<file path="src/rtl/kw_encode_iter.sv">
// kw_encode_iter: drains a multi-hot vector as a stream of bit indices,
// one index per output beat, with o_last marking the final index.
// Default order is lowest index first. Define KW_ENCODE_ITER_MSB_FIRST_EN
// to emit the highest index first instead.
// I_WIDTH must be >= 2 and O_WIDTH must be >= $clog2(I_WIDTH).
module kw_encode_iter #(
  parameter int I_WIDTH = 8,
  parameter int O_WIDTH = $clog2(I_WIDTH)
) (
  input  logic               clk,
  input  logic               rst_n,
  input  logic               i_v,
  output logic               i_r,
  input  logic [I_WIDTH-1:0] i,
  output logic               o_v,
  input  logic               o_r,
  output logic [O_WIDTH-1:0] o,
  output logic               o_last
);

  logic [I_WIDTH-1:0] pend;
  logic [I_WIDTH-1:0] sel_mask;
  logic [O_WIDTH-1:0] sel_idx;
  logic               busy;
  logic               one_left;
  logic               in_fire;
  logic               out_fire;

  // Select the bit to emit next; index stays 0 when nothing is pending.
  always_comb begin
    sel_idx  = '0;
    sel_mask = '0;
`ifdef KW_ENCODE_ITER_MSB_FIRST_EN
    // Ascending scan: the last hit is the highest set bit.
    for (int k = 0; k < I_WIDTH; k++) begin
      if (pend[k]) begin
        sel_idx  = O_WIDTH'(k);
        sel_mask = I_WIDTH'(1) << k;
      end
    end
`else
    // Descending scan: the last hit is the lowest set bit.
    for (int k = I_WIDTH - 1; k >= 0; k--) begin
      if (pend[k]) begin
        sel_idx  = O_WIDTH'(k);
        sel_mask = I_WIDTH'(1) << k;
      end
    end
`endif
  end

  assign busy     = (pend != '0);
  // Exactly one bit set: clearing the lowest set bit leaves nothing.
  assign one_left = busy && ((pend & (pend - I_WIDTH'(1))) == '0);
  assign out_fire = busy && o_r;
  // Accept a new vector while idle or in the same cycle the final beat leaves.
  assign i_r      = !busy || (out_fire && one_left);
  assign in_fire  = i_v && i_r;

  assign o_v    = busy;
  assign o      = sel_idx;
  assign o_last = one_left;

  // Pending mask: a new vector overwrites (and wins over the final-beat clear),
  // otherwise an accepted beat retires its bit.
  always_ff @(posedge clk or negedge rst_n) begin
    if (!rst_n) begin
      pend <= '0;
    end else if (in_fire) begin
      pend <= i;
    end else if (out_fire) begin
      pend <= pend & ~sel_mask;
    end
  end

endmodule

</file>
<file path="config.mk">
export PLATFORM = sky130hd
export DESIGN_NAME = kw_encode_iter
export DESIGN_NICKNAME = d
export VERILOG_FILES = /design/src/rtl/kw_encode_iter.sv
export SDC_FILE = /design/constraint.sdc
export NUM_CORES = 1
export LEC_CHECK = 0
export BUFFER_PORTS_ARGS = -buffer_cell sky130_fd_sc_hd__buf_2
export CAP_MARGIN = 20
export CORE_MARGIN = 8
export CORE_UTILIZATION = 40
export CTS_BUF_LIST = sky130_fd_sc_hd__clkbuf_4 sky130_fd_sc_hd__clkbuf_8
export CTS_CLUSTER_SIZE = 24
export DETAILED_ROUTE_END_ITERATION = 12
export GPL_TIMING_DRIVEN = 0
export SLEW_MARGIN = 0
export SYNTH_ARGS = -nofsm -noshare
export SYNTH_HDL_FRONTEND = slang
export SYNTH_SLANG_ARGS = --single-unit
</file>
<file path="constraint.sdc">
create_clock -name clk -period 2.7 [get_ports clk]
set_input_delay 0.135 -clock clk [delete_from_list [all_inputs] [get_ports clk]]
set_output_delay 0.135 -clock clk [all_outputs]
set_load 0.01 [all_outputs]
</file>
[Word-level counts from Yosys, hierarchy flattened]
Index checks and enable logic that the tools add are counted.
Storage, ports and cells
  register bits after elaboration: 8
  bits of input ports: 12
  output and inout port bits: 6
Cells by class
  $add $sub $neg: 1
  muxes and demuxes: 18
  bitwise operators: 3
  reduce and logical (&&, ||, !) cells: 9
Operators with widths (count)
  2-to-1 mux 8 bit: 10
  2-to-1 mux 3 bit: 8
  bitwise AND 8 bit: 2
  zero test 8 bit: 1
  NOT 8 bit: 1
  nonzero test 8 bit: 1
  subtractor 8 x 1 -> 8 bit (second input constant): 1
  logical AND 1 bit: 4
  nonzero test 2 bit: 1
  zero test 1 bit: 1
  logical OR 1 bit: 1

[Logic depth before layout (Yosys ltp)]
  depth after elaboration: 12
  mapped depth: 7
  depth with buffers taken out: 5

[Worst setup path before layout]
No wires, ideal clock.
  kind: reg-to-output
  start point: register pend[2]
  end point: output port i_r
  arrival time: 1.751 ns
  required time: 2.565 ns
  path slack: 0.814 ns
  stages on the path, launching flop included: 7
  path buffers: 1
  path through: dfrtp_1 buf_2 or4_4 or2_4 a21oi_2 o21ai_1 o21ai_1
On the way
  word-level cells in the longest chain between the ends: 6
  elaborated cells between the ends (all ways): 9
  classes of those cells: add/sub: 1; bitwise: 1; reduce/logical: 7
Ends and longest elaborated chain
  from (decl): line 21  | logic [I_WIDTH-1:0] pend;
  from (signal assigned): line 70  | pend <= i;
  from (signal assigned): line 72  | pend <= pend & ~sel_mask;
  subtractor 8 x 1 -> 8 bit: line 54  | assign one_left = busy && ((pend & (pend - I_WIDTH'(1))) == '0);
  bitwise AND 8 bit: line 54
  zero test 8 bit: line 54
  logical AND 1 bit: line 54
  logical AND 1 bit: line 57  | assign i_r = !busy || (out_fire && one_left);
  logical OR 1 bit *: line 57
  to (decl): line 13  | output logic i_r,
Every way passes the cells marked *; elsewhere a longest branch is shown, timed or not.

[Final worst setup path]
  start point: register pend[0]
  end point: output port i_r
Same word-level chain as after synthesis.

==> reports/qor.txt <==
FF-to-FF path depth -> 6
Die area -> 0.003059 sq mm
Crit Reg-Reg Endpoint -> pend[3]
CTS buffer count -> 3
Largest net degree at the start of global routing -> 10
Status -> finished clean
Synth Warn # -> 0
Layout cells sized above 1 -> 0.2381
Sequential area share after synthesis -> 0.3239
CP required -> 2.57 ns
Critical path launch point -> pend[0]
Non-filler cells, final -> 121
P_sw -> 524.4 uW
Sequential share of power -> 0.208
Hold-fix buffers, CTS -> 1
First-pass GRT wire length -> 3022 microns
Setup Fix Bufs, Post-CTS -> 0
Post-Syn Instances -> 84
WS Path Type -> register to output pin
Ratio of final minimum period to clock period -> 0.8733
NumNets Final -> 119
Initial core utilization -> 0.4201
Worst r2r src -> pend[0]
Power share of the combinational group -> 0.699
Slew headroom -> 0.6330
Placeable Area -> 0.001471 sq mm
Die height -> 55.31 microns
Reg clk slew, reported paths -> 0.06 ns
Hold path cells -> 3
Row count -> 14
Clk_skew -> 0.0008410 ns
Mean Syn Cell Area -> 7.358 sq um
Number of synthesized register bits -> 8
Switching Fraction -> 0.5032
CP endpoint -> i_r
Worst vdd ir -> 0.6342 mV
Drt pass-1 iters -> 4
Setup tns final -> 0 ns
CP arrival -> 2.22 ns
Global Route Usage Sum -> 0.1172
Num Clock Sinks -> 8
Initial antenna violation count -> 0
Cell-internal power -> 517.8 uW
DRT iter0 DRCs -> 14
Final WL -> 1767 microns
Crit-path max FO -> 9
Synth unique cells -> 28
DP HPWL -> 1316 microns
Slew Limit Fails -> 0
Die W -> 55.31 microns
Worst-Margin Slew -> 0.5459 ns
Clk buf depth -> 2
Type of the most critical hold path -> primary input to register
Biggest regs -> pend: 8 flops
Biggest register -> pend
Crit. End Element -> output pin
Routability cong. -> 0.8454
Max reg flops -> 8
Vias per inst -> 5.678
Diodes inserted -> 0
Area Growth Syn to Fin -> 22.27%
H-tree depth -> 1
Leak -> 0.3465 nW
CTS tree -> yes
Period minus WS final -> 2.358 ns
Most common cell after layout, fill and taps aside -> buf_2
Via count -> 687
Grt total ovfl -> 0
Commonest non-fill, non-tap cells in the layout -> buf_2, nor2_1, a21oi_1, dfrtp_1, inv_1
PwrDens -> 1379 mW/mm^2
Port bufs -> 17
Synth Cell Area -> 618.1 sq um
Critical path startpoint category -> register
Number of remaining DRC errors -> 0
Routed wire length per instance -> 14.60 microns
CTS root buf -> clkbuf_4
Antenna-violating nets left -> 0
IO Count -> 18
Unrepaired setup endpoints after global routing -> no
Cells after DPL -> 117
Clk Latency, worst-skew pair -> 0.26 ns
Fmax -> 424.1 MHz
Syn Nets -> 96
Power share of the clock group -> 0.093
R2r setup slk -> 0.61 ns
Post-CTS sizing -> 0
Final setup fails -> 0
Final Hold Viols -> 0
Max-Cap Viols -> 0
Vias in the first global route -> 685
power groups by stage:
| stage | Combinational (mW) | Clock (mW) | Sequential [mW] |
|---|---|---|---|
| 3_5_place_dp | 0.730 | 0 | 0.217 |
| 2_1_floorplan | 0.530 | 0 | 0.208 |
| 4_1_cts | 0.735 | 0.0999 | 0.216 |
| 5_1_grt | 0.829 | 0.108 | 0.228 |
| 3_3_place_gp | 0.720 | 0 | 0.217 |
| 6_report | 0.729 | 0.0970 | 0.217 |
cells by family (layout without fill, tap and decap cells):
kind of cell	after synthesis	after routing	share of synthesized area
AOI/OAI and AO/OA	31	31	0.3340
DFF	8	8	0.3239
adders and majority gates	1	1	0.01619
buffers and inverters	13	34	0.08097
and+or+nand+nor	31	31	0.2450
synth_stat cells:
| cell | instances | area (sq um) |
|---|---|---|
| o211ai_1 | 2 | 15.01 |
| o21a_1 | 3 | 22.52 |
| o21bai_1 | 1 | 7.510 |
| and4_1 | 1 | 8.760 |
| clkbuf_1 | 5 | 18.77 |
| or2_4 | 1 | 8.760 |
| dfrtp_1 | 8 | 200.2 |
| a2111o_1 | 1 | 11.26 |
| o31ai_1 | 3 | 22.52 |
| nor2_1 | 13 | 48.80 |
| nand4_1 | 1 | 6.260 |
| nor4_1 | 1 | 6.260 |
| o311ai_1 | 2 | 17.52 |
| buf_2 | 1 | 5.000 |
| o21ai_1 | 4 | 20.02 |
| and3_1 | 1 | 6.260 |
| o21ai_0 | 3 | 15.01 |
| nand3b_1 | 1 | 7.510 |
| maj3_1 | 1 | 10.01 |
| a21oi_1 | 8 | 40.04 |
| a21oi_2 | 2 | 17.52 |
| o31a_1 | 1 | 8.760 |
| or4_4 | 1 | 11.26 |
| nor3_1 | 1 | 5.000 |
| inv_1 | 7 | 26.28 |
| nand2_1 | 6 | 22.52 |
| nand3_1 | 4 | 20.02 |
| a221oi_1 | 1 | 8.760 |
layer usage:
layer / share of wire / global-route usage / vias to the layer above
met5: 0 / 0 / -
met4: 0.019 / 0.06338 / 0
met3: 0.063 / 0.03881 / 4
met2: 0.47 / 0.1811 / 17
met1: 0.45 / 0.1384 / 320
li1: - / - / 346
critical path, cell delays in order, from the launching register on:
cell and delay [ns]:
dfrtp_1 0.36, clkbuf_1 0.20, maj3_1 0.39, o31ai_1 0.47, o21ai_1 0.24, o21ai_1 0.16, buf_2 0.14
how the worst min path moves through the flow:
stage / slack, ns / start / endpoint
floorplan: -0.16 / rst_n / pend[0]
global placement: -0.006 / rst_n / pend[0]
detailed placement: -0.006 / rst_n / pend[0]
CTS: 0.11 / i[6] / pend[6]
global route: 0.12 / i[6] / pend[6]
finish: 0.11 / i[6] / pend[6]
stage by stage:
step | power (mW) | utilization | instance area [sq um] | worst slack, ns | hold WS (ns)
finish | 1.042 | 0.5136 | 755.7 | 0.3422 | 0.1097
detailed placement | 0.9478 | 0.4915 | 723.2 | 0.6301 | -0.006249
floorplan | 0.7381 | - | 618.1 | 0.8136 | -0.1606
global placement | 0.9379 | 0.4915 | 723.2 | 0.6399 | -0.005981
CTS | 1.050 | 0.5136 | 755.7 | 0.3514 | 0.1076
global route | 1.164 | 0.5136 | 755.7 | 0.1588 | 0.1178
layout make-up:
class / count / area (sq um)
Multi-Input combinational cell: 63 / 367.9
Buffer: 6 / 23.77
Clock buffer: 3 / 22.52
Tap cell: 16 / 20.02
Inverter: 7 / 26.28
Fill cell: 153 / 715.7
Sequential cell: 8 / 200.2
Timing Repair Buffer: 18 / 95.09
Power figures use the tool's default switching activity.
